## config.mk

```make
export PLATFORM = sky130hd
export DESIGN_NAME = fetch_unit
export DESIGN_NICKNAME = d
export VERILOG_FILES = /design/src/rtl/fetch_pkg.sv /design/src/rtl/fetch_pc_reg.sv /design/src/rtl/fetch_unit.sv
export SDC_FILE = /design/constraint.sdc
export NUM_CORES = 1
export LEC_CHECK = 0
export ABC_AREA = 1
export ABC_CLOCK_PERIOD_IN_PS = 1800
export CORE_ASPECT_RATIO = 0.7
export CORE_MARGIN = 2
export CORE_UTILIZATION = 45
export CTS_BUF_LIST = sky130_fd_sc_hd__clkbuf_2
export DETAILED_ROUTE_END_ITERATION = 16
export GPL_ROUTABILITY_DRIVEN = 1
export PLACE_DENSITY_LB_ADDON = 0.12
export SYNTH_ARGS = -nofsm -noshare
export SYNTH_HDL_FRONTEND = slang
export SYNTH_SLANG_ARGS = --single-unit
```

## constraint.sdc

```tcl
create_clock -name clk -period 1.8 [get_ports clk]
set_input_delay 0.27 -clock clk [delete_from_list [all_inputs] [get_ports clk]]
set_output_delay 0.27 -clock clk [all_outputs]
set_load 0.01 [all_outputs]
```

## src/rtl/fetch_pkg.sv

```systemverilog
// Shared types and constants for the instruction-fetch stage.
package fetch_pkg;

  typedef enum logic [1:0] {
    BOOT = 2'd0,
    RUN  = 2'd1,
    HALT = 2'd2
  } fetch_state_e;

  localparam int unsigned PC_W = 16;
  localparam logic [PC_W-1:0] PC_INC = 16'd4;
  localparam logic [31:0] NOP_INSTR = 32'h0000_0013;

endpackage

```

## src/rtl/fetch_pc_reg.sv

```systemverilog
// Program counter register with its next-PC mux: reset, redirect, hold or increment.
module fetch_pc_reg
  import fetch_pkg::*;
#(
  parameter logic [15:0] RESET_PC = 16'h0000
) (
  input  logic                 clk,
  input  logic                 rst,
  input  logic                 redirect_en_i,
  input  logic                 advance_i,
  input  logic [PC_W-1:2]      target_i,
  output logic [PC_W-1:0]      pc_o
);

  logic [PC_W-1:0] pc_q;
  logic [PC_W-1:0] pc_d;

  // Redirect targets are forced word-aligned; the increment wraps naturally.
  always_comb begin
    pc_d = pc_q;
    if (redirect_en_i) begin
      pc_d = {target_i, 2'b00};
    end else if (advance_i) begin
      pc_d = pc_q + PC_INC;
    end
  end

  always_ff @(posedge clk) begin
    if (rst) begin
      pc_q <= RESET_PC;
    end else begin
      pc_q <= pc_d;
    end
  end

  assign pc_o = pc_q;

endmodule

```

## src/rtl/fetch_unit.sv

```systemverilog
// Instruction-fetch stage: drives the ROM address and fills the IF/ID register,
// handling stall, redirect bubbles, sticky halt and fetch counting.
module fetch_unit
  import fetch_pkg::*;
#(
  parameter logic [15:0] RESET_PC  = 16'h0000,
  parameter logic [31:0] NOP_INSTR = fetch_pkg::NOP_INSTR,
  parameter int unsigned CNT_W     = 32
) (
  input  logic             clk,
  input  logic             rst,
  input  logic             stall,
  input  logic             redirect_valid,
  input  logic [15:0]      redirect_pc,
  input  logic             halt,
  output logic [15:0]      imem_addr,
  input  logic [31:0]      imem_instr,
  output logic [15:0]      if_id_pc,
  output logic [15:0]      if_id_pc4,
  output logic [31:0]      if_id_instr,
  output logic             if_id_valid,
  output logic [CNT_W-1:0] fetch_count,
  output logic             misalign_err
);

  fetch_state_e     state_q;
  logic [15:0]      pc;
  logic [15:0]      if_id_pc_q;
  logic [15:0]      if_id_pc4_q;
  logic [31:0]      if_id_instr_q;
  logic             if_id_valid_q;
  logic [CNT_W-1:0] fetch_count_q;
  logic             misalign_err_q;
  logic             redirect_take;
  logic             advance;

  // Redirect is honoured from BOOT or RUN unless halt outranks it.
  assign redirect_take = redirect_valid && !halt && (state_q != HALT);
  assign advance       = (state_q == RUN) && !halt && !redirect_valid && !stall;

  fetch_pc_reg #(
    .RESET_PC (RESET_PC)
  ) u_pc_reg (
    .clk           (clk),
    .rst           (rst),
    .redirect_en_i (redirect_take),
    .advance_i     (advance),
    .target_i      (redirect_pc[15:2]),
    .pc_o          (pc)
  );

  always_ff @(posedge clk) begin
    if (rst) begin
      state_q        <= BOOT;
      if_id_pc_q     <= 16'h0000;
      if_id_pc4_q    <= 16'h0000;
      if_id_instr_q  <= NOP_INSTR;
      if_id_valid_q  <= 1'b0;
      fetch_count_q  <= '0;
      misalign_err_q <= 1'b0;
    end else begin
      case (state_q)
        BOOT: begin
          state_q       <= halt ? HALT : RUN;
          if_id_instr_q <= NOP_INSTR;
          if_id_valid_q <= 1'b0;
          if (redirect_take && (redirect_pc[1:0] != 2'b00)) begin
            misalign_err_q <= 1'b1;
          end
        end
        RUN: begin
          if (halt) begin
            state_q       <= HALT;
            if_id_instr_q <= NOP_INSTR;
            if_id_valid_q <= 1'b0;
          end else if (redirect_valid) begin
            if_id_instr_q <= NOP_INSTR;
            if_id_valid_q <= 1'b0;
            if (redirect_pc[1:0] != 2'b00) begin
              misalign_err_q <= 1'b1;
            end
          end else if (!stall) begin
            if_id_instr_q <= imem_instr;
            if_id_pc_q    <= pc;
            if_id_pc4_q   <= pc + PC_INC;
            if_id_valid_q <= 1'b1;
            fetch_count_q <= fetch_count_q + 1'b1;
          end
        end
        HALT: begin
          if_id_instr_q <= NOP_INSTR;
          if_id_valid_q <= 1'b0;
        end
        default: begin
          state_q <= BOOT;
        end
      endcase
    end
  end

  assign imem_addr    = pc;
  assign if_id_pc     = if_id_pc_q;
  assign if_id_pc4    = if_id_pc4_q;
  assign if_id_instr  = if_id_instr_q;
  assign if_id_valid  = if_id_valid_q;
  assign fetch_count  = fetch_count_q;
  assign misalign_err = misalign_err_q;

endmodule

```

==> impl_metrics.csv <==
group,metric,value,unit
drt,wl,14960,um
worst_setup_path,cp_slowest_stage_delay,0.38,ns
final_layout,final_cell_mix,"183 x nand2_1, 100 x dlygate4sd2_1, 82 x nor2_1, 74 x a21oi_1, 74 x dfxtp_2",
timing,rsz0062_at_grt,"no",
placed_design,gp_congestion,0.8983,
worst_setup_path,path_max_fanout,6,
final_layout,diodes,0,
grt,grt_pass1_wl,24690,um
worst_setup_path,r2r-start,"fetch_count[1]$_SDFFE_PP0P_",
grt,grtUsageTotal,26.80,%
final_layout,final_area,7241,sq um
cts,cts_htree_levels,3,
timing,hold_viol,0,
timing,fmax,601.9,MHz
job,drv_cap,0,
pwr,p_per_area,564.7,nW/um^2
synthesis,ys_top_cells_by_area,"dfxtp_1 46%, nand2_1 14%, a21oi_1 7.8%, nor2_1 6.5%, inv_1 5.6%",
synthesis,synth_seq_cells,110,
grt,grt_pass1_vias,5085,
worst_setup_path,path_cells,"buf_4, dlygate4sd2_1",
pwr,ir_drop,0.0003517,V
hold_path,worstHoldStart,"rst",
hold_path,worstHoldPathType,"input port to register",
worst_setup_path,cp.arrival,1.39,ns
worst_setup_path,rrSetupSlack,0.15,ns
floorplan,core-area,10320,sq um
final_layout,drive_above_1_share,22.57,%
cts,cts_tree,"yes",
grt,overflow,0,
drt,route.vias.total,5233,
timing,finalWorstSetupSlack,0.1385,ns
grt,antenna_found_initial,0,
final_layout,final_common_cell,"nand2_1",
final_layout,area_growth,51.65,%
worst_setup_path,crit_path_end_kind,"output pin",
worst_setup_path,reg2regPathDepth,9,
placed_design,portBuffers,160,
worst_setup_path,crit_type,"register to output pin",
synthesis,synth_cells,680,
pwr,power,4.089,mW
drt,post_drt_wl_per_cell,14.44,um
worst_setup_path,endpoint,"imem_addr[4]",
floorplan,boundaryPins,167,
floorplan,die_area,11460,sq um
synthesis,synth.top_cell.area_share,46.12,%
cts,cts_root_buffer,"clkbuf_2",
drt,vias_per_cell,5.051,
floorplan,die_x,127.1,um
cts,clock_path_buffers,2,
grt,grt_max_degree,69,
timing,period_minus_slack,1.661,ns
cts,clk-insertion-delay-late,0.58,ns
run_status,status,"finished clean",
floorplan,start_util,46.28,%
cts,clock_sinks,110,
worst_setup_path,cp_slowest_cell,"dfxtp_2",
synthesis,avgSynthCellArea,7.021,sq um
timing,skew,0.02062,ns
worst_setup_path,required,1.53,ns
timing,setup_violations,0,
synthesis,synth_area,4775,sq um
floorplan,die_h,90.18,um
pwr,leakage,3.461,nW
worst_setup_path,start_kind,"register",
cts,numCtsBuffers,9,
drt,drtIter0Drc,619,
timing,slew_viol_final,0,
synthesis,yosysSeqAreaShare,46.12,%
drt,drtPass1Iterations,6,
floorplan,num_rows,31,
timing,fin_crit_sh,92.30,%
worst_setup_path,startpoint,"u_pc_reg.pc_o[4]$_SDFFE_PP0P_",
cts,cts.clk_slew.worst_paths,0.28,ns
worst_setup_path,r2r-end,"fetch_count[30]$_SDFFE_PP0P_",
drt,ant_nets,0,
drt,drc_errors,0,
synthesis,synth_top_area_cell,"dfxtp_1",
placed_design,hpwl,10110,um
final_layout,finalNetCount,955,
placed_design,dpl-instance-area,6674,sq um
placed_design,place_worst_setup_slack,-0.1174,ns
synthesis,ys_warn_count,0,
synthesis,yosysUniqueCellTypes,31,
-- synthesized netlist by cell type, drive strengths merged --
| master | number |
|---|---|
| o211ai | 3 |
| or2 | 1 |
| nor3b | 2 |
| conb | 1 |
| o21a | 2 |
| and2 | 1 |
| a211oi | 1 |
| xnor2 | 4 |
| ha | 2 |
| nand3 | 32 |
| a21oi | 74 |
| a31oi | 5 |
| nor3 | 5 |
| dfxtp | 110 |
| inv | 72 |
| buf | 17 |
| nand4 | 16 |
| o22ai | 3 |
| o21ai | 34 |
| clkbuf | 16 |
| xor2 | 5 |
| nand2 | 183 |
| nor2 | 91 |
-- stage by stage --
stage | hold WS [ns] | TNS [ns] | std cells | util, %
2_1_floorplan | 0.4093 | 0 | 685 | -
3_3_place_gp | 0.4410 | -0.3577 | 974 | 64.69
3_5_place_dp | 0.4518 | -1.579 | 974 | 64.69
4_1_cts | 0.1058 | 0 | 1035 | 69.78
5_1_grt | 0.1133 | 0 | 1036 | 70.18
6_report | 0.1514 | 0 | 1036 | 70.18
-- layout make-up --
class	count	area, sq um
well taps	132	165.2
clock inverters	5	75.07
fillers	851	3077
clock buffers	10	50.05
inverters	72	270.3
flip-flops and latches	110	2389
multi-input cells	470	2160
repair buffers	237	2132
-- logic make-up after synthesis --
group | after synthesis | share of synthesized area [%]
and+or+nand+nor | 331 | 29.11
other | 1 | 0.07854
adders and majority gates | 2 | 0.5240
DFF | 110 | 46.12
AOI/OAI and AO/OA | 122 | 13.31
buffers and inverters | 105 | 9.198
xor gates and xnor gates | 9 | 1.651
-- what timing repair did --
action | CTS | global route
setup endpoints to repair | 104 | 17
setup buffers | 46 | 1
hold buffers | 0 | 0
resized for setup | 219 | 16
hold endpoints to repair | 0 | 0
-- routing by layer --
metal  track usage, %  vias to the layer above  routed length (um)
met5                0                        -                   0
met2            41.35                      227                6500
li1                 -                     2601                   -
met3            6.845                       28                1199
met4            8.700                        0                 366
met1            36.77                     2377                6892
-- report_power, final --
group,leakage [nW],switching (mW),internal (mW),total [mW]
logic,2.45,0.193,0.206,0.399
clock network,0.0731,0.782,0.447,1.23
registers,0.942,0.0212,2.44,2.46
total,3.46,0.996,3.09,4.09
-- worst min path at each step --
| stage | slack [ns] | depth (start not counted) | end |
|---|---|---|---|
| 2_1_floorplan | 0.41 | 2 | if_id_instr[0]$_SDFFE_PP1P_ |
| 3_3_place_gp | 0.44 | 2 | misalign_err$_SDFFE_PP0P_ |
| 3_5_place_dp | 0.45 | 2 | if_id_instr[13]$_SDFFE_PP0P_ |
| 4_1_cts | 0.11 | 3 | state_q[0]$_SDFFE_PP0P_ |
| 5_1_grt | 0.11 | 3 | fetch_count[8]$_SDFFE_PP0P_ |
| 6_report | 0.15 | 3 | if_id_instr[7]$_SDFFE_PP0P_ |
-- sequential cells by signal, indices dropped and copies added, names as in the netlist --
name	flops
fetch_count	32
if_id_instr	32
if_id_pc	14
if_id_pc4	14
if_id_valid	1
misalign_err	1
state_q	2
u_pc_reg.pc_o	14
-- worst max-delay path: cells and delay by family (launching register included) --
| kind | cells | cell delay [ns] |
|---|---|---|
| flops | 1 | 0.38 |
| buf+inv | 2 | 0.43 |
No activity file was read; power rests on OpenSTA's default activity.
